[config.mk]
export PLATFORM = sky130hd
export DESIGN_NAME = grant_decoder_flat
export DESIGN_NICKNAME = d
export VERILOG_FILES = /design/src/rtl/grant_decoder_pkg.sv /design/src/rtl/grant_decoder_if.sv /design/src/rtl/grant_decoder_onehot_decoder.sv /design/src/rtl/grant_decoder.sv /design/src/flat_wrapper.sv
export SDC_FILE = /design/constraint.sdc
export NUM_CORES = 1
export LEC_CHECK = 0
export CORE_MARGIN = 3
export CORE_UTILIZATION = 28
export CTS_CLUSTER_SIZE = 24
export DETAILED_ROUTE_END_ITERATION = 7
export PLACE_DENSITY = 0.53
export SYNTH_ARGS = -nofsm -noshare
export SYNTH_HDL_FRONTEND = slang
export SYNTH_SLANG_ARGS = --single-unit
[constraint.sdc]
create_clock -name clk -period 4.6 [get_ports clk]
set_input_delay 0.92 -clock clk [delete_from_list [all_inputs] [get_ports clk]]
set_output_delay 0.92 -clock clk [all_outputs]
set_load 0.02 [all_outputs]
[src/rtl/grant_decoder_pkg.sv]
// grant_decoder_pkg: shared types and defaults for the grant decoder.
//   grant_state_t    - controller states (idle, grant held, idle gap)
//   GRANT_GAP_CYCLES - default idle gap between grant release and next accept
package grant_decoder_pkg;

    typedef enum logic [1:0] {
        GD_IDLE  = 2'd0,
        GD_GRANT = 2'd1,
        GD_GAP   = 2'd2
    } grant_state_t;

    localparam int GRANT_GAP_CYCLES = 32'd2;

endpackage : grant_decoder_pkg

[src/rtl/grant_decoder_if.sv]
// grant_decoder_if: index handshake, grant outputs and ack/status lines of
// the grant decoder.
//   master - upstream selector / request queues side (drives index and ack)
//   slave  - grant decoder side (drives ready, grant and status pulses)
interface grant_decoder_if #(
    parameter int vector_length = 32'd8,
    parameter int index_length  = $clog2(vector_length)
) ();

    logic                     in_valid;
    logic [index_length-1:0]  in_index;
    logic                     in_ready;
    logic [vector_length-1:0] grant;
    logic                     grant_valid;
    logic [index_length-1:0]  grant_index;
    logic [vector_length-1:0] ack;
    logic                     err_index;
    logic                     spurious_ack;

    modport master (
        output in_valid, in_index, ack,
        input  in_ready, grant, grant_valid, grant_index, err_index, spurious_ack
    );

    modport slave (
        input  in_valid, in_index, ack,
        output in_ready, grant, grant_valid, grant_index, err_index, spurious_ack
    );

endinterface : grant_decoder_if

[src/rtl/grant_decoder_onehot_decoder.sv]
// onehot_decoder: combinational index -> one-hot decode.
//   index        - binary requester index
//   onehot       - one-hot vector, all zero when index is out of range
//   out_of_range - high when index >= vector_length
module onehot_decoder #(
    parameter int vector_length = 32'd8,
    parameter int index_length  = $clog2(vector_length)
) (
    input  logic [index_length-1:0]  index,
    output logic [vector_length-1:0] onehot,
    output logic                     out_of_range
);

    // One bit wider than the index so vector_length itself is representable.
    localparam logic [index_length:0]    limit_c = (index_length + 1)'(vector_length);
    localparam logic [vector_length-1:0] base_c  = vector_length'(32'd1);

    // Range-qualified decode; out-of-range indices produce an all-zero vector.
    always_comb begin
        onehot       = '0;
        out_of_range = 1'b1;
        if ({1'b0, index} < limit_c) begin
            onehot       = base_c << index;
            out_of_range = 1'b0;
        end else begin
            onehot       = '0;
            out_of_range = 1'b1;
        end
    end

endmodule : onehot_decoder

[src/rtl/grant_decoder.sv]
// grant_decoder: accepts a winning requester index over valid/ready, drives a
// registered one-hot grant until the granted queue acks, then waits a
// programmable idle gap before accepting the next index.
//   clk, rst_n - clock and asynchronous active-low reset
//   bus        - slave side of grant_decoder_if (index handshake, grant,
//                grant_valid, grant_index, ack, err_index, spurious_ack)
module grant_decoder
    import grant_decoder_pkg::*;
#(
    parameter int vector_length = 32'd8,
    parameter int index_length  = $clog2(vector_length),
    parameter int gap_cycles    = GRANT_GAP_CYCLES,
    parameter int gap_width     = $clog2(gap_cycles + 1)
) (
    input  logic          clk,
    input  logic          rst_n,
    grant_decoder_if.slave bus
);

    // With gap_cycles = 0 the counter is never used but still needs one bit.
    localparam int               gap_w      = (gap_width < 32'd1) ? 32'd1 : gap_width;
    localparam logic [gap_w-1:0] gap_load_c = gap_w'(gap_cycles);
    localparam logic [gap_w-1:0] gap_one_c  = gap_w'(32'd1);

    grant_state_t             state_r, state_s;
    logic [vector_length-1:0] grant_r, grant_s;
    logic                     grant_valid_r, grant_valid_s;
    logic [index_length-1:0]  grant_index_r, grant_index_s;
    logic [gap_w-1:0]         gap_cnt_r, gap_cnt_s;
    logic                     err_index_r, err_index_s;
    logic                     spurious_ack_r, spurious_ack_s;

    logic [vector_length-1:0] decoded_s;
    logic                     out_of_range_s;
    logic                     ack_hit_s;
    logic                     ack_other_s;

    onehot_decoder #(
        .vector_length (vector_length),
        .index_length  (index_length)
    ) u_onehot_decoder (
        .index        (bus.in_index),
        .onehot       (decoded_s),
        .out_of_range (out_of_range_s)
    );

    // While granting, grant_r is exactly 1 << grant_index_r, so masking with
    // it separates the true ack from every other ack bit.
    assign ack_hit_s   = |(bus.ack & grant_r);
    assign ack_other_s = |(bus.ack & ~grant_r);

    // Next-state and next-output logic for the grant controller.
    always_comb begin
        state_s        = state_r;
        grant_s        = grant_r;
        grant_valid_s  = grant_valid_r;
        grant_index_s  = grant_index_r;
        gap_cnt_s      = gap_cnt_r;
        err_index_s    = 1'b0;
        spurious_ack_s = 1'b0;
        case (state_r)
            GD_IDLE: begin
                if (bus.in_valid) begin
                    if (out_of_range_s) begin
                        // Index is consumed by the handshake but dropped.
                        err_index_s = 1'b1;
                    end else begin
                        grant_s       = decoded_s;
                        grant_index_s = bus.in_index;
                        grant_valid_s = 1'b1;
                        state_s       = GD_GRANT;
                    end
                end else begin
                    state_s = GD_IDLE;
                end
            end
            GD_GRANT: begin
                spurious_ack_s = ack_other_s;
                if (ack_hit_s) begin
                    grant_s       = '0;
                    grant_valid_s = 1'b0;
                    if (gap_cycles > 32'd0) begin
                        gap_cnt_s = gap_load_c;
                        state_s   = GD_GAP;
                    end else begin
                        state_s = GD_IDLE;
                    end
                end else begin
                    state_s = GD_GRANT;
                end
            end
            GD_GAP: begin
                if (gap_cnt_r <= gap_one_c) begin
                    gap_cnt_s = '0;
                    state_s   = GD_IDLE;
                end else begin
                    gap_cnt_s = gap_cnt_r - gap_one_c;
                end
            end
            default: begin
                state_s       = GD_IDLE;
                grant_s       = '0;
                grant_valid_s = 1'b0;
                gap_cnt_s     = '0;
            end
        endcase
    end

    // State and output registers; reset clears the grant immediately.
    always_ff @(posedge clk or negedge rst_n) begin
        if (!rst_n) begin
            state_r        <= GD_IDLE;
            grant_r        <= '0;
            grant_valid_r  <= 1'b0;
            grant_index_r  <= '0;
            gap_cnt_r      <= '0;
            err_index_r    <= 1'b0;
            spurious_ack_r <= 1'b0;
        end else begin
            state_r        <= state_s;
            grant_r        <= grant_s;
            grant_valid_r  <= grant_valid_s;
            grant_index_r  <= grant_index_s;
            gap_cnt_r      <= gap_cnt_s;
            err_index_r    <= err_index_s;
            spurious_ack_r <= spurious_ack_s;
        end
    end

    assign bus.in_ready     = (state_r == GD_IDLE);
    assign bus.grant        = grant_r;
    assign bus.grant_valid  = grant_valid_r;
    assign bus.grant_index  = grant_index_r;
    assign bus.err_index    = err_index_r;
    assign bus.spurious_ack = spurious_ack_r;

endmodule : grant_decoder

[src/flat_wrapper.sv]
// flat-port wrapper written by rule: the top's interface ports become plain ports
module grant_decoder_flat import grant_decoder_pkg::*;
#(
    parameter int vector_length = 32'd8,
    parameter int index_length  = $clog2(vector_length),
    parameter int gap_cycles    = GRANT_GAP_CYCLES,
    parameter int gap_width     = $clog2(gap_cycles + 1)
)
  (clk, rst_n, bus_in_valid, bus_in_index, bus_ack, bus_in_ready, bus_grant, bus_grant_valid, bus_grant_index, bus_err_index, bus_spurious_ack);
  grant_decoder_if #(.vector_length(vector_length), .index_length(index_length)) bus_i ();
  input  logic clk;
  input  logic rst_n;
  input wire logic [$bits(bus_i.in_valid)-1:0] bus_in_valid;
  input wire logic [$bits(bus_i.in_index)-1:0] bus_in_index;
  input wire logic [$bits(bus_i.ack)-1:0] bus_ack;
  output wire logic [$bits(bus_i.in_ready)-1:0] bus_in_ready;
  output wire logic [$bits(bus_i.grant)-1:0] bus_grant;
  output wire logic [$bits(bus_i.grant_valid)-1:0] bus_grant_valid;
  output wire logic [$bits(bus_i.grant_index)-1:0] bus_grant_index;
  output wire logic [$bits(bus_i.err_index)-1:0] bus_err_index;
  output wire logic [$bits(bus_i.spurious_ack)-1:0] bus_spurious_ack;
  assign bus_i.in_valid = bus_in_valid;
  assign bus_i.in_index = bus_in_index;
  assign bus_i.ack = bus_ack;
  assign bus_in_ready = bus_i.in_ready;
  assign bus_grant = bus_i.grant;
  assign bus_grant_valid = bus_i.grant_valid;
  assign bus_grant_index = bus_i.grant_index;
  assign bus_err_index = bus_i.err_index;
  assign bus_spurious_ack = bus_i.spurious_ack;
  grant_decoder #(.vector_length(vector_length), .index_length(index_length), .gap_cycles(gap_cycles), .gap_width(gap_width)) u_core (.clk(clk), .rst_n(rst_n), .bus(bus_i));
endmodule
Yosys cells after proc, flatten, opt, wreduce, memory -nomap -nowiden

Index checks and enable logic that the tools add are counted.

Add/sub/neg operators: 1
Magnitude comparators: 1
Equal/unequal tests: 5
Shifts and indexed selects: 1
Mux-type cells: 14
Bitwise logic cells: 5
Reduce and logical (&&, ||, !) cells: 6

Operators by type and width:

| operator                                                                | count |
|---|---|
| 8-bit one-hot mux with 3 select lines                                   | 1 |
| 8-bit bitwise AND                                                       | 2 |
| 8-bit two-way mux                                                       | 2 |
| 8-bit OR reduction                                                      | 2 |
| 2-bit one-hot mux with 3 select lines                                   | 2 |
| 2-bit two-way mux                                                       | 4 |
| 8-bit NOT                                                               | 1 |
| 1-bit by 3-bit << shifter with 8-bit output, first input constant       | 1 |
| 1-bit two-way mux                                                       | 4 |
| 2-bit by 1-bit inequality test with 1-bit output, second input constant | 2 |
| 2-bit AND reduction                                                     | 2 |
| 1-bit one-hot mux with 3 select lines                                   | 1 |
| 3-bit AND reduction                                                     | 1 |
| 2-bit by 1-bit equality test with 1-bit output, second input constant   | 1 |
| 2-bit equality test, second input constant                              | 1 |
| 2-bit by 1-bit <= comparator with 1-bit output, second input constant   | 1 |
| 2-bit zero test                                                         | 1 |
| 2-bit inequality test, second input constant                            | 1 |
| 1-bit NOT                                                               | 2 |
| 2-bit by 1-bit subtractor with 2-bit output, second input constant      | 1 |

Register bits: 17
Input port bits: 14
Output and inout bits: 15
Word-level logic and storage cells: 39

Logic depth before layout (Yosys ltp)

Depth after elaboration: 4
Mapped depth: 6
Mapped depth without buffers: 6

Hierarchy

A second synthesis with hierarchy kept.

Cells, all modules: 91
Area total of the unflattened synthesis: 975.9 um^2

Modules (own cells, without submodules):

| module         | times used | cells an instance | area each (um^2) | seq. area each (um^2) |
|---|---|---|---|---|
| grant_decoder  | 1          | 81                | 899.6            | 450.4 |
| onehot_decoder | 1          | 10                | 76.3             | 0.0 |

Least setup slack after synthesis

Ideal clock, no wire load.

Kind: input to register
Start point: input port bus_ack[2]
End point: register u_core.grant_r[0] (netlist: u_core.bus.grant[0])
Library setup time: 125 ps
Arrival time: 2059 ps
Data required time: 4475 ps
Path slack: 2416 ps
Cell stages on the path: 5
Path buffers: 1
Path through: a22o_1 a221oi_2 a311o_1 buf_6 mux2_4

Longest elaborated chain between the ends: 4

Ends and longest elaborated chain:

| item                                                              | line                 | RTL |
|---|---|---|
| start: declaration                                                | flat_wrapper.sv:15   | `input wire logic [$bits(bus_i.ack)-1:0] bus_ack;` |
| 8-bit bitwise AND                                                 | grant_decoder.sv:49  | `assign ack_hit_s = \|(bus.ack & grant_r);` |
| 8-bit OR reduction                                                | grant_decoder.sv:49  |  |
| 2-bit by 1-bit inequality test with 1-bit output (no source line) | -                    |  |
| 3-bit AND reduction (no source line)                              | -                    |  |
| end signal: assignment                                            | grant_decoder.sv:121 | `grant_r <= grant_s;` |
| end: declaration                                                  | grant_decoder.sv:26  | `logic [vector_length-1:0] grant_r, grant_s;` |

No other way between the ends.
A chain may end at the register's enable or synchronous reset.

Worst setup path after layout

Start point: input port bus_ack[2]
End point: register u_core.grant_r[5] (netlist: u_core.bus.grant[5])

The elaborated chain is that of the path after synthesis.

==> flow_summary.rst <==
.. list-table::
   :header-rows: 1

   * - Metric
     - Value
   * - WP data required
     - 4.78 ns
   * - Via/cell ratio
     - 4.51
   * - Fraction of layout instances using a drive strength above 1
     - 0.152
   * - Total wirelength of the detailed-routed design
     - 2060 µm
   * - Max_cap viols
     - 0
   * - Post-CTS sizing
     - 0
   * - Post-CTS setup buffers
     - 0
   * - Path type of the worst min-delay path
     - reg -> reg
   * - Launch point of the worst path
     - bus_ack[2]
   * - Unrepaired setup endpoints after global routing
     - no
   * - Height of the die
     - 63.8 µm
   * - Clock tree from TritonCTS
     - yes
   * - Area delta synth->final
     - 35.6%
   * - Cell type contributing the most total cell area after synthesis
     - sky130_fd_sc_hd__dfrtp_1
   * - Yosys reg bits
     - 17
   * - Final TNS setup
     - 0 ns
   * - Share of the yosys chip area belonging to registers
     - 0.455
   * - Synthesized area
     - 935 µm²
   * - Post-route DRC violation count
     - 0
   * - Worst Min Path Start
     - u_core.bus.grant_index[1]
   * - Number of buffers inserted during clock tree synthesis
     - 3
   * - # clock sinks
     - 17
   * - Worst EP arrival
     - 2.86 ns
   * - Number of global-route vias before repair
     - 784
   * - Gpl congestion
     - 0.787
   * - Total iterations of the first detailed-routing run
     - 4
   * - Slew at the pin with the worst max-slew slack
     - 0.769 ns
   * - Area of the die
     - 0.00407 mm²
   * - Share of the cycle needed by the critical path after routing
     - 0.582
   * - Kind of capture point of the worst setup path
     - register
   * - Input/output buffers
     - 27
   * - Number of vias in the routed layout
     - 703
   * - Diode count
     - 0
   * - Number of synthesized flops with an enable pin
     - 0
   * - Number of antenna-violating nets in the routed design
     - 0
   * - Switching component of the power
     - 0.000302 W
   * - Ratio of total power to cell area
     - 608 mW/mm²
   * - Share of async-settable or async-resettable flops after synthesis
     - 1.00
   * - Global Route Usage Sum
     - 0.114
   * - Leakage power figure
     - 0.580 nW
   * - Cell at the root of the clock tree
     - sky130_fd_sc_hd__clkbuf_4
   * - Slowest cell delay on critical path
     - 0.64 ns
   * - Number of I/O pins
     - 29
   * - Kind of start point of the critical path
     - input port
   * - Status
     - finished clean
   * - Crit path kind
     - in -> reg
   * - Maximum clock frequency
     - 373 MHz
   * - Maximum count of clock buffers along a single path
     - 2
   * - Number of antenna violations at the first check in global routing
     - 0
   * - Most common flop cell mapped by yosys
     - sky130_fd_sc_hd__dfrtp_1
   * - Count of mapped cells out of synthesis
     - 83
   * - Crit Path Max Fanout
     - 9
   * - Count of final setup violators
     - 0
   * - Mean instance size in the synthesized netlist
     - 11.3 µm²
   * - Internal cell power
     - 0.000469 W
   * - Part of the power in combinational logic
     - 0.572
   * - Yosys cell types
     - 23
   * - Layout fillers
     - 312
   * - Synthesized net count
     - 100
   * - Avg WL per Cell
     - 13.2 µm
   * - Initial core utilization
     - 0.299
   * - Sequential share of power
     - 0.322
   * - Worst-path cell chain
     - clkdlybuf4s50_1 > a22o_1 > a221oi_2 > a311o_1 > mux2_4
   * - Largest net degree at the start of global routing
     - 18
   * - Number of max-slew violations in the final report
     - 0
   * - Initial DRC count
     - 20
   * - Worst skew pair latency
     - 0.29 ns
   * - H-tree lvl count
     - 1
   * - Fin Clk Skew
     - 0.00139 ns
   * - Hold buffers post-CTS
     - 0
   * - Die extent in x
     - 63.8 µm
   * - Wire length of the first global-routing pass
     - 3600 µm
   * - Switching Share
     - 0.392
   * - Clock period minus final worst setup slack
     - 2.68 ns
   * - Clock transition at the registers of the reported paths
     - 0.10 ns
   * - Fin. Hold Viols
     - 0
   * - Peak ir drop on the vdd network
     - 0.321 mV
   * - Worst rel slew slack
     - 0.486
   * - Slowest cell on crit path
     - sky130_fd_sc_hd__a311o_1
   * - Count of nets after finishing
     - 130
   * - Standard cell core area
     - 0.00313 mm²
   * - Fraction of the core area covered by cells at the end of the flow
     - 0.405
   * - Clock share of power
     - 0.106
   * - Overflow left after global routing
     - 0
   * - Most frequent cells after synthesis
     - 17 x sky130_fd_sc_hd__dfrtp_1, 10 x sky130_fd_sc_hd__inv_1, 9 x sky130_fd_sc_hd__mux2_4, 8 x sky130_fd_sc_hd__nor2_1, 5 x sky130_fd_sc_hd__nand2_1
   * - Synth top area cells
     - sky130_fd_sc_hd__dfrtp_1 46%, sky130_fd_sc_hd__mux2_4 14%, sky130_fd_sc_hd__ha_1 4.0%, sky130_fd_sc_hd__inv_1 4.0%, sky130_fd_sc_hd__mux2_2 3.6%
   * - Launch instance of the worst register-to-register path
     - u_core.bus.grant[6]
   * - Warnings from Yosys
     - 0
   * - HPWL after detailed placement
     - 1610 µm
   * - Area share of the largest cell type after synthesis
     - 0.455
   * - Std-Cell Rows
     - 20
   * - Most instantiated library cell after synthesis
     - sky130_fd_sc_hd__dfrtp_1
## critical path, delay by kind of cell
family | cells | cell delay (ns)
AO/OA/AOI/OAI | 3 | 1.17
buffers and inverters | 1 | 0.42
multiplexers | 1 | 0.35
## per-stage QoR
| stage | cells | power, W | worst slack, ns | hold WS (ns) | area (µm²) |
|---|---|---|---|---|---|
| finish | 156 | 0.000771 | 1.92 | 0.522 | 1270 |
| global route | 156 | 0.000830 | 1.78 | 0.548 | 1270 |
| CTS | 156 | 0.000782 | 1.89 | 0.526 | 1270 |
| detailed placement | 152 | 0.000698 | 1.58 | 0.499 | 1240 |
| global placement | 152 | 0.000694 | 1.62 | 0.494 | 1240 |
| floorplan | 83 | 0.000549 | 2.42 | 0.481 | 935 |
## final timing paths
check	depth (start not counted)	end	slack [ns]
setup reg to reg	4	u_core.bus.grant[5]	2.53
hold reg to reg	1	u_core.bus.grant_index[1]	0.52
hold / removal	1	u_core.bus.grant_index[1]	0.52
setup / recovery	5	u_core.bus.grant[5]	1.92
max in group asynchronous	1	u_core.bus.grant_index[0]	3.05
min in group asynchronous	1	u_core.bus.grant_index[1]	1.07
## registers in the layout, indices dropped and copies added, names as in the netlist
register and count:
u_core.bus.grant 8, u_core.bus.grant_index 3, u_core.bus.grant_valid 1, u_core.bus.spurious_ack 1
u_core.gap_cnt_r 2, u_core.state_r 2
## metal layers
| layer | global-route usage | share of wire |
|---|---|---|
| met4 | 0.0162 | 0 |
| met5 | 0 | 0 |
| met2 | 0.185 | 0.46 |
| met1 | 0.143 | 0.47 |
| met3 | 0.0475 | 0.070 |
## power by group through the flow
stage	clock network, W	logic, W	registers [W]
final	0.0000817	0.000440	0.000248
after global placement	0	0.000442	0.000251
after global routing	0.0000937	0.000480	0.000256
after CTS	0.0000846	0.000448	0.000249
after floorplan	0	0.000252	0.000297
after detailed placement	0	0.000446	0.000251
## final cells by class
cell class | instances | area, µm² | share of cell area
Multi-Input combinational cell | 54 | 453 | 0.357
Sequential cell | 17 | 425 | 0.336
Timing Repair Buffer | 27 | 270 | 0.213
Tap cell | 44 | 55.1 | 0.0434
Inverter | 10 | 37.5 | 0.0296
Clock buffer | 4 | 26.3 | 0.0207
## cell usage in the layout (no fill, tap or decap)
master,count
sky130_fd_sc_hd__a31oi_1,3
sky130_fd_sc_hd__a311o_1,1
sky130_fd_sc_hd__a21o_1,1
sky130_fd_sc_hd__inv_1,10
sky130_fd_sc_hd__nor3_1,2
sky130_fd_sc_hd__mux2_2,3
sky130_fd_sc_hd__ha_1,3
sky130_fd_sc_hd__clkbuf_4,3
sky130_fd_sc_hd__conb_1,1
sky130_fd_sc_hd__clkbuf_1,1
sky130_fd_sc_hd__clkdlybuf4s50_1,27
sky130_fd_sc_hd__dfrtp_1,17
sky130_fd_sc_hd__o41a_1,1
sky130_fd_sc_hd__mux2_4,9
sky130_fd_sc_hd__o21ai_1,1
sky130_fd_sc_hd__nor2_1,8
sky130_fd_sc_hd__nor2b_1,2
sky130_fd_sc_hd__o22ai_1,4
sky130_fd_sc_hd__nand3_1,1
sky130_fd_sc_hd__a22o_1,2
sky130_fd_sc_hd__nand2_1,5
sky130_fd_sc_hd__mux2_1,2
sky130_fd_sc_hd__nand2b_1,3
sky130_fd_sc_hd__a221oi_2,2
## logic make-up (layout without fill, tap and decap cells)
family | after synthesis | in the layout | synth area share
simple gates | 21 | 21 | 0.102
flops | 17 | 17 | 0.455
compound gates | 15 | 15 | 0.134
mux | 14 | 14 | 0.205
buf+inv | 12 | 41 | 0.0602
fa+ha+maj | 3 | 3 | 0.0402
other cells | 1 | 1 | 0.00401
No activity file was read; power rests on OpenSTA's default activity.
